### src/rtl/bcd_display_converter_if.sv
// Request/result bundle between a level source, the BCD converter and the display mux.
// The master side issues values and consumes digits; the slave side is the converter.
interface bcd_display_converter_if #(
  parameter int IN_W = 10
);
  logic [IN_W-1:0] value;
  logic            in_valid;
  logic            in_ready;
  logic [3:0]      num2;
  logic [3:0]      num1;
  logic [3:0]      num0;
  logic            neg;
  logic            sat;
  logic            out_valid;

  modport master (
    output value,
    output in_valid,
    input  in_ready,
    input  num2,
    input  num1,
    input  num0,
    input  neg,
    input  sat,
    input  out_valid
  );

  modport slave (
    input  value,
    input  in_valid,
    output in_ready,
    output num2,
    output num1,
    output num0,
    output neg,
    output sat,
    output out_valid
  );
endinterface

### src/rtl/bcd_display_converter.sv
// Signed level to three held BCD digits plus sign/saturation flags, using a
// ten-step shift-add-3 engine behind a valid/ready request handshake.
module bcd_display_converter #(
  parameter int IN_W    = 10,
  parameter int SAT_MAX = 999
) (
  input  logic                    clk,
  input  logic                    reset_n,
  bcd_display_converter_if.slave  bus
);

  localparam int MW = IN_W + 1;

  typedef enum logic [1:0] {
    IDLE,
    SHIFT,
    DONE
  } state_t;

  state_t      state_q;
  state_t      state_d;

  logic [9:0]  bin_q;
  logic [11:0] bcd_q;
  logic [3:0]  cnt_q;
  logic        sign_q;
  logic        satr_q;

  logic [3:0]  num2_q;
  logic [3:0]  num1_q;
  logic [3:0]  num0_q;
  logic        neg_q;
  logic        sat_q;

  logic        accept;
  logic        last_iter;

  logic [MW-1:0] ext;
  logic [MW-1:0] mag;
  logic [16:0]   mag_wide;
  logic          sat_c;
  logic          sign_c;
  logic [9:0]    clamped;

  logic [11:0] adj;
  logic [11:0] bcd_n;
  logic [9:0]  bin_n;

  // Magnitude is taken one bit wider than the input so -2^(IN_W-1) survives negation.
  always_comb begin
    ext      = {bus.value[IN_W-1], bus.value};
    mag      = ext[MW-1] ? (~ext + 1'b1) : ext;
    mag_wide = 17'(mag);
    sat_c    = (mag_wide > 17'(SAT_MAX));
    sign_c   = bus.value[IN_W-1] && (mag_wide != '0);
    clamped  = sat_c ? 10'(SAT_MAX) : mag_wide[9:0];
  end

  always_comb begin
    adj = bcd_q;
    for (int unsigned i = 0; i < 3; i++) begin
      if (bcd_q[i*4 +: 4] >= 4'd5) begin
        adj[i*4 +: 4] = bcd_q[i*4 +: 4] + 4'd3;
      end
    end
    {bcd_n, bin_n} = {adj, bin_q} << 1;
  end

  assign bus.in_ready = (state_q != SHIFT);
  assign accept       = bus.in_valid && bus.in_ready;
  assign last_iter    = (cnt_q == 4'd9);

  always_ff @(posedge clk or negedge reset_n) begin
    if (!reset_n) begin
      state_q <= IDLE;
    end else begin
      state_q <= state_d;
    end
  end

  always_comb begin
    state_d       = state_q;
    bus.out_valid = 1'b0;
    case (state_q)
      IDLE: begin
        if (accept) begin
          state_d = SHIFT;
        end
      end
      SHIFT: begin
        if (last_iter) begin
          state_d = DONE;
        end
      end
      DONE: begin
        bus.out_valid = 1'b1;
        state_d       = accept ? SHIFT : IDLE;
      end
      default: begin
        state_d = IDLE;
      end
    endcase
  end

  always_ff @(posedge clk or negedge reset_n) begin
    if (!reset_n) begin
      bin_q  <= '0;
      bcd_q  <= '0;
      cnt_q  <= '0;
      sign_q <= 1'b0;
      satr_q <= 1'b0;
    end else if (accept) begin
      bin_q  <= clamped;
      bcd_q  <= '0;
      cnt_q  <= '0;
      sign_q <= sign_c;
      satr_q <= sat_c;
    end else if (state_q == SHIFT) begin
      bin_q <= bin_n;
      bcd_q <= bcd_n;
      cnt_q <= cnt_q + 4'd1;
    end
  end

  // Display registers load straight from the final iteration so they update on the same edge.
  always_ff @(posedge clk or negedge reset_n) begin
    if (!reset_n) begin
      num2_q <= '0;
      num1_q <= '0;
      num0_q <= '0;
      neg_q  <= 1'b0;
      sat_q  <= 1'b0;
    end else if ((state_q == SHIFT) && last_iter) begin
      num2_q <= bcd_n[11:8];
      num1_q <= bcd_n[7:4];
      num0_q <= bcd_n[3:0];
      neg_q  <= sign_q;
      sat_q  <= satr_q;
    end
  end

  assign bus.num2 = num2_q;
  assign bus.num1 = num1_q;
  assign bus.num0 = num0_q;
  assign bus.neg  = neg_q;
  assign bus.sat  = sat_q;

endmodule

### src/flat_wrapper.sv
// flat-port wrapper written by rule: the top's interface ports become plain ports
module bcd_display_converter_flat 
#(
  parameter int IN_W    = 10,
  parameter int SAT_MAX = 999
)
  (clk, reset_n, bus_value, bus_in_valid, bus_in_ready, bus_num2, bus_num1, bus_num0, bus_neg, bus_sat, bus_out_valid);
  bcd_display_converter_if #(.IN_W(IN_W)) bus_i ();
  input  logic clk;
  input  logic reset_n;
  input wire logic [$bits(bus_i.value)-1:0] bus_value;
  input wire logic [$bits(bus_i.in_valid)-1:0] bus_in_valid;
  output wire logic [$bits(bus_i.in_ready)-1:0] bus_in_ready;
  output wire logic [$bits(bus_i.num2)-1:0] bus_num2;
  output wire logic [$bits(bus_i.num1)-1:0] bus_num1;
  output wire logic [$bits(bus_i.num0)-1:0] bus_num0;
  output wire logic [$bits(bus_i.neg)-1:0] bus_neg;
  output wire logic [$bits(bus_i.sat)-1:0] bus_sat;
  output wire logic [$bits(bus_i.out_valid)-1:0] bus_out_valid;
  assign bus_i.value = bus_value;
  assign bus_i.in_valid = bus_in_valid;
  assign bus_in_ready = bus_i.in_ready;
  assign bus_num2 = bus_i.num2;
  assign bus_num1 = bus_i.num1;
  assign bus_num0 = bus_i.num0;
  assign bus_neg = bus_i.neg;
  assign bus_sat = bus_i.sat;
  assign bus_out_valid = bus_i.out_valid;
  bcd_display_converter #(.IN_W(IN_W), .SAT_MAX(SAT_MAX)) u_core (.clk(clk), .reset_n(reset_n), .bus(bus_i));
endmodule
### config.mk
export PLATFORM = sky130hd
export DESIGN_NAME = bcd_display_converter_flat
export DESIGN_NICKNAME = d
export VERILOG_FILES = /design/src/rtl/bcd_display_converter_if.sv /design/src/rtl/bcd_display_converter.sv /design/src/flat_wrapper.sv
export SDC_FILE = /design/constraint.sdc
export NUM_CORES = 1
export LEC_CHECK = 0
export CAP_MARGIN = 20
export CELL_PAD_IN_SITES_DETAIL_PLACEMENT = 2
export CELL_PAD_IN_SITES_GLOBAL_PLACEMENT = 2
export CORE_ASPECT_RATIO = 1.4
export CORE_MARGIN = 1.5
export CORE_UTILIZATION = 36
export DETAILED_ROUTE_END_ITERATION = 12
export PLACE_DENSITY = 0.89
export SLEW_MARGIN = 15
export SYNTH_ARGS = -nofsm -noshare
export SYNTH_HDL_FRONTEND = slang
export SYNTH_SLANG_ARGS = --single-unit
### constraint.sdc
create_clock -name clk -period 2.6 [get_ports clk]
set_input_delay 0.52 -clock clk [delete_from_list [all_inputs] [get_ports clk]]
set_output_delay 0.52 -clock clk [all_outputs]
set_load 0.005 [all_outputs]
# Yosys cells after proc, flatten, opt, wreduce, memory -nomap -nowiden
# Cells that the tools add are included.
[totals]
in_bits = 13
regBits = 44
output_inout_bits = 16
[classes]
order_cmp = 4
eq_ne = 6
addsub = 5
n_reduce_logical = 7
bitwise_logic = 1
muxes = 16
[ops]
columns = ["cell", "count"]
rows = [
  ["10-bit 2-to-1 mux", 3],
  ["12-bit 2-to-1 mux", 2],
  ["4-bit 2-to-1 mux", 4],
  ["4-bit by 3-bit greater-or-equal comparator with 1-bit output (second input constant)", 3],
  ["11-bit by 1-bit adder with 11-bit output (second input constant)", 1],
  ["11-bit by 10-bit > comparator with 1-bit output (second input constant)", 1],
  ["11-bit 2-to-1 mux", 1],
  ["11-bit NOT", 1],
  ["11-bit nonzero test", 1],
  ["4-bit by 2-bit adder with 4-bit output (second input constant)", 2],
  ["2-bit by 1-bit != test with 1-bit output (second input constant)", 3],
  ["2-bit one-hot mux with 3 select lines", 1],
  ["4-bit by 1-bit adder with 4-bit output (second input constant)", 1],
  ["4-bit equality test (second input constant)", 1],
  ["2-bit 2-to-1 mux", 2],
  ["3-bit by 2-bit adder with 3-bit output (second input constant)", 1],
  ["1-bit logical AND", 3],
  ["3-bit 2-to-1 mux", 1],
  ["2-bit by 1-bit equality test with 1-bit output (second input constant)", 1],
  ["2-bit equality test (second input constant)", 1],
  ["2-bit zero test", 1],
  ["1-bit 2-to-1 mux", 2],
  ["2-bit AND reduction", 1],
  ["2-bit nonzero test", 1],
]

# Depth between registers and ports, before layout
# Gate-level depths: netlist of the first run.
[depth]
word_depth = 6
ltp_mapped = 9
depth_no_buf = 8

# Worst setup path before layout of the first run
# No wires, ideal clock.
[synth_timing]
path_type = "input port to flip-flop"
from = "input port bus_value[4]"
to = "register u_core.sign_q"
path_slack_ns = 1.020
t_arrival_ns = 1.436
stages = 5
cell_sequence = "nor4_4 nand2_2 o21a_1 o32ai_1 a41oi_1"
[synth_via]
elab_chain_len = 5
[synth_rtl]
columns = ["item", "line", "text"]
rows = [
  ["start, declared", "flat_wrapper.sv:11", "input wire logic [$bits(bus_i.value)-1:0] bus_value;"],
  ["11-bit NOT", "bcd_display_converter.sv:52", "mag = ext[MW-1] ? (~ext + 1'b1) : ext;"],
  ["11-bit by 1-bit adder with 11-bit output", "bcd_display_converter.sv:52", ""],
  ["11-bit 2-to-1 mux *", "bcd_display_converter.sv:52", ""],
  ["11-bit nonzero test *", "bcd_display_converter.sv:55", "sign_c = bus.value[IN_W-1] && (mag_wide != '0);"],
  ["1-bit logical AND *", "bcd_display_converter.sv:55", ""],
  ["end signal, assigned", "bcd_display_converter.sv:116", "sign_q <= sign_c;"],
  ["end, declared", "bcd_display_converter.sv:26", "logic sign_q;"],
]
# Mark *: on every way between the ends. The rest lies on a longest branch, timed or not.
# A chain may end at the register's enable or synchronous reset.

# Final worst setup path of the first run
[layout_timing]
from = "input port bus_value[0]"
to = "register u_core.sign_q"
# Same word-level chain as after synthesis.

==> results of run 1 <==
cells in the mapped netlist, drive strengths merged (6+ instances only):
master	number
nand3	10
buf	8
xnor2	7
nor2	18
ha	9
inv	14
a21oi	15
mux2i	6
nand2	36
dfrtp	44
o21ai	40
power by group through the flow:
stage | clock network [mW] | registers, mW | logic (mW)
after floorplan | 0 | 1.13 | 0.721
after CTS | 0.543 | 1.18 | 1.21
after detailed placement | 0 | 1.19 | 1.21
final | 0.531 | 1.18 | 1.18
after global placement | 0 | 1.16 | 1.10
after global routing | 0.562 | 1.22 | 1.37
flip-flops by register name, indices dropped and copies added, names as in the netlist:
register         flops
u_core.bcd_q        12
u_core.bin_q        10
u_core.bus.neg       1
u_core.bus.num0      4
u_core.bus.num1      4
u_core.bus.num2      4
u_core.bus.sat       1
u_core.cnt_q         4
u_core.satr_q        1
u_core.sign_q        1
u_core.state_q       2
final cells by class:
cell class	count	share of cell area (%)
Inverter	14	1.888
Clock buffer	5	2.473
Timing Repair Buffer	33	11.24
Sequential cell	44	39.57
Clock inverter	3	1.529
Tap cell	72	3.237
Multi-Input combinational cell	187	40.06
worst max-delay path, stage by stage:
cell and delay [ns]:
clkdlybuf4s50_1 0.55, inv_1 0.07, ha_1 0.25, nor2b_1 0.15
xnor2_1 0.15, nand2_1 0.08, nor4_1 0.34, a41oi_1 0.18
worst max-delay path by stage:
stage                          from                  to  slack (ns)  cells after the start
floorplan              bus_value[4]       u_core.sign_q        1.02                      5
global placement       bus_value[0]       u_core.sign_q        0.26                      8
detailed placement     bus_value[0]       u_core.sign_q        0.11                      8
CTS                    bus_value[0]       u_core.sign_q        0.45                      8
global route        u_core.cnt_q[0]  u_core.bus.num0[3]        0.25                      7
finish                 bus_value[0]       u_core.sign_q        0.46                      8
per-layer routing:
| layer | vias up | share of wire [%] | routed length (um) |
|---|---|---|---|
| li1 | 934 | - | - |
| met1 | 1001 | 39 | 2427 |
| met2 | 29 | 58 | 3619 |
| met3 | 7 | 1.8 | 111 |
| met4 | 0 | 1.4 | 90 |
| met5 | - | 0 | 0 |
cell families after synthesis:
kind of cell | after synthesis | share of synthesized area (%)
AND/OR/NAND/NOR | 90 | 18.77
AO/OA/AOI/OAI | 69 | 16.61
flip-flops | 44 | 47.47
buffers and inverters | 26 | 4.476
XOR/XNOR | 10 | 3.776
multiplexers | 9 | 4.045
adder cells (fa/ha/maj) | 9 | 4.854
==> impl_metrics.csv, run 1 <==
group,metric,value,unit
global_routing,track_usage,20.06,%
timing,setup_slack,0.4574,ns
clocking,cts_made_buffers,5,
yosys,avgSynthCellArea,9.026,um2
placement,port_buffers,28,
hold_path,hold_class,"in2async",
detailed_routing,first_iter_violations,73,
setup_path,crit_arrival,2.30,ns
layout,multi_input_area,1115,um2
timing,tightest_slew,0.6397,ns
placement,place_area,2671,um2
die,die_area,6941,um2
timing,fmax,466.7,MHz
layout,register_area,1101,um2
die,die_h,97.98,um
timing,rsz0062_at_grt,"false",
global_routing,grt_pass1_wl,11160,um
power,vdd_drop_max,253.0,uV
clocking,clk_latency,0.30,ns
power,cellPowerDensity,1038,nW/um2
yosys,yosysSeqAreaShare,47.46,%
yosys,ys_seq_elements,44,
power,leakage,1.229,nW
global_routing,grt_util_met3,2.477,%
global_routing,use_met2,38.68,%
yosys,synth_edf_count,0,
timing,holdWs,0.1310,ns
global_routing,met1_usage,22.21,%
setup_path,cp-start-kind,"input port",
timing,slew_headroom,57.31,%
global_routing,grt.busiest_layer,"met2",
clocking,postCtsSetupRepairBufs,0,
timing,hold_violations,0,
layout,final_nets,307,
setup_path,path_max_fanout,5,
detailed_routing,ant_nets,0,
clocking,ctsResizeCount,0,
die,die_w,70.84,um
layout,final_common_cell,"dfrtp_1",
layout,final_area,2783,um2
detailed_routing,avgRoutedWirePerCell,17.46,um
die,num_rows,34,
yosys,synth_area,2320,um2
power,power.internal,1.785,mW
clocking,clk_pin_slew,0.09,ns
layout,syn_to_final_growth,19.96,%
clocking,cts_tree,"done",
yosys,async_reset_ff_share,100.0,%
layout,layout_common_cells,"dfrtp_1, o21ai_0, nand2_1, clkdlybuf4s50_1, nor2_1",
clocking,clock_path_buffers,2,
power,p_comb_share,40.9,%
detailed_routing,totalWireLength,6249,um
flow_run,maxCapViolations,0,
layout,fin_cells,358,
global_routing,overflow,0,
global_routing,grt_start_max_net_pins,33,
layout,n_antenna_cell,0,
setup_path,cp_data_required_time,2.76,ns
die,fp.coreArea,6211,um2
timing,final.min_clock_period,2.143,ns
power,swShare,38.20,%
layout,drive_gt1_share,7.692,%
yosys,ys.flop_type,"dfrtp_1",
die,initial_core_util,37.35,%
timing,period_share,82.41,%
power,finalPower,2.888,mW
clocking,cts_max_level,2,
detailed_routing,dr.pass1.iters,4,
yosys,yosysWarnings,0,
layout,fillers,688,
clocking,cts_hold_buf,0,
detailed_routing,viasPerCell,5.506,
clocking,root_buffer,"clkbuf_8",
setup_path,worstSetupPathType,"in2reg",
setup_path,r2r_start,"u_core.cnt_q[0]",
yosys,syn_inst,257,
clocking,cts.sinks,44,
yosys,synth_area_leaders,"dfrtp_1, o21ai_0, nand2_1",
placement,dp_slack,0.1148,ns
global_routing,grt_pass1_vias,2286,
setup_path,r2r_cells,7,
setup_path,r2r_slack,0.53,ns
power,power_switching,1.103,mW
power,clkPwrFrac,18.4,%
setup_path,worstReg2RegEnd,"u_core.bus.num0[3]",
detailed_routing,num_vias,1971,
timing,finalSetupViolCount,0,
yosys,synth_top_area_cell,"dfrtp_1",
timing,fin_tns_setup,0,ns
setup_path,endpoint_kind,"register",
detailed_routing,drc_errors,0,
layout,post-route-util,44.80,%
global_routing,antenna_found_initial,0,
die,ios,29,
timing,clock_skew,0.005326,ns
placement,dp.cells,350,
yosys,synthDominantCellAreaShare,47.46,%
placement,gp_congestion,0.8004,
placement,hpwl,4745,um
yosys,synth.distinct_cells,40,
power,p_seq_share,40.7,%
timing,maxSlewViolCount,0,
outcome,outcome,"finished, final reports clean",
yosys,synth_nets,279,
(Power assumes the default switching activity.)
==> inputs of run 2 (changes only) <==
Settings changed: CORE_UTILIZATION 36 to 31, PLACE_DENSITY 0.89 to 0.82.
Clock period 2.6 ns to 1.9 ns, I/O delays scaled along.
==> impl_metrics.csv, run 2 (synthesis results as in run 1) <==
group,metric,value,unit
die,fp.coreArea,7315,um2
layout,final_nets,327,
global_routing,grt_pass1_wl,11210,um
setup_path,cp-start-kind,"register",
global_routing,track_usage,17.77,%
die,initial_core_util,31.71,%
power,cellPowerDensity,1368,nW/um2
setup_path,path_max_fanout,3,
hold_path,hold_class,"in2async",
timing,tightest_slew,0.5354,ns
timing,finalSetupViolCount,0,
global_routing,grt_pass1_vias,2251,
layout,multi_input_area,1131,um2
clocking,cts_hold_buf,0,
die,die_w,76.11,um
clocking,cts_made_buffers,5,
detailed_routing,totalWireLength,6697,um
layout,largest_register,"u_core.bcd_q",
timing,clock_skew,0.005054,ns
die,die_h,105.4,um
setup_path,endpoint_kind,"primary output",
global_routing,antenna_found_initial,0,
timing,hold_violations,0,
clocking,clk_pin_slew,0.08,ns
clocking,cts.sinks,44,
clocking,cts_tree,"done",
placement,port_buffers,28,
setup_path,r2r_cells,6,
die,num_rows,37,
clocking,cts_max_level,2,
setup_path,cp_data_required_time,1.52,ns
detailed_routing,dr.pass1.iters,4,
power,leakage,1.340,nW
clocking,clock_path_buffers,2,
setup_path,crit_arrival,1.45,ns
setup_path,setup.worst_path.start,"u_core.state_q[0]",
setup_path,r2r_start,"u_core.state_q[0]",
placement,gp_congestion,0.7603,
layout,drive_gt1_share,15.03,%
die,die_area,8019,um2
die,ios,29,
flow_run,maxCapViolations,0,
global_routing,grt_start_max_net_pins,29,
layout,fillers,832,
setup_path,worstReg2RegEnd,"u_core.bus.num0[3]",
layout,n_antenna_cell,0,
timing,slew_headroom,64.31,%
layout,final_common_cell,"dfrtp_1",
placement,hpwl,4867,um
detailed_routing,avgRoutedWirePerCell,16.62,um
power,finalPower,4.115,mW
layout,largest_register_ffs,12,
layout,register_area,1101,um2
timing,period_share,96.13,%
detailed_routing,ant_nets,0,
clocking,clk_latency,0.30,ns
layout,top_regs,"u_core.bcd_q (12), u_core.bin_q (10)",
power,vdd_drop_max,410.2,uV
timing,fmax,547.5,MHz
detailed_routing,num_vias,2036,
timing,maxSlewViolCount,0,
layout,layout_common_cells,"dfrtp_1, o21ai_0, nand2_1, clkdlybuf4s50_1, buf_4",
detailed_routing,drc_errors,0,
setup_path,worstSetupPathType,"reg2out",
detailed_routing,viasPerCell,5.052,
outcome,outcome,"finished, final reports clean",
timing,fin_tns_setup,0,ns
layout,syn_to_final_growth,29.67,%
setup_path,r2r_slack,0.13,ns
global_routing,overflow,0,
timing,final.min_clock_period,1.826,ns
clocking,root_buffer,"clkbuf_8",
detailed_routing,first_iter_violations,74,
run 2: power breakdown:
group          switching [mW]  internal [mW]  total [mW]  leakage [nW]
logic                   0.910          0.795        1.70         0.719
clock network           0.332          0.464       0.797        0.0645
registers               0.301           1.31        1.61         0.556
run 2: worst max path at each step:
stage                                 end
after floorplan           u_core.bcd_q[2]
after global placement      u_core.sign_q
after detailed placement    u_core.sign_q
after CTS                 u_core.bcd_q[2]
after global routing      u_core.bin_q[4]
final                        bus_in_ready
run 2: cell type report:
cell class / instances / share of cell area (%)
clock buffer: 7 / 3.203
timing repair buffer: 53 / 15.81
tap: 97 / 4.035
clock inverter: 1 / 0.9983
multi-input combinational: 187 / 37.60
sequential: 44 / 36.61
inverter: 14 / 1.747
run 2: what timing repair did:
item	CTS	global route
setup endpoints to repair	1	2
pin swaps	0	0
gates resized for setup	1	3
cloned	0	0
buffers inserted	1	0
run 2: stage by stage:
stage / instances / utilization [%] / hold WS (ns) / worst slack [ns] / cell area, um2
floorplan: 257 / - / 0.08441 / 0.3962 / 2320
global placement: 394 / 39.07 / 0.3872 / -0.1546 / 2858
detailed placement: 394 / 39.07 / 0.3911 / -0.1866 / 2858
CTS: 403 / 40.90 / 0.06780 / 0.06446 / 2992
global route: 403 / 41.12 / 0.08210 / -0.04216 / 3008
finish: 403 / 41.12 / 0.05317 / 0.07357 / 3008
run 2: critical path, stage by stage (launching register included):
cell and delay, ns:
dfrtp_1 0.37, nor2b_1 0.26, inv_2 0.08, clkdlybuf4s50_1 0.44
run 2: metal layers:
metal	GRT usage, %	routed length (um)
met4	5.556	87
met1	18.39	2587
met3	2.597	151
met2	35.97	3872
met5	0	0
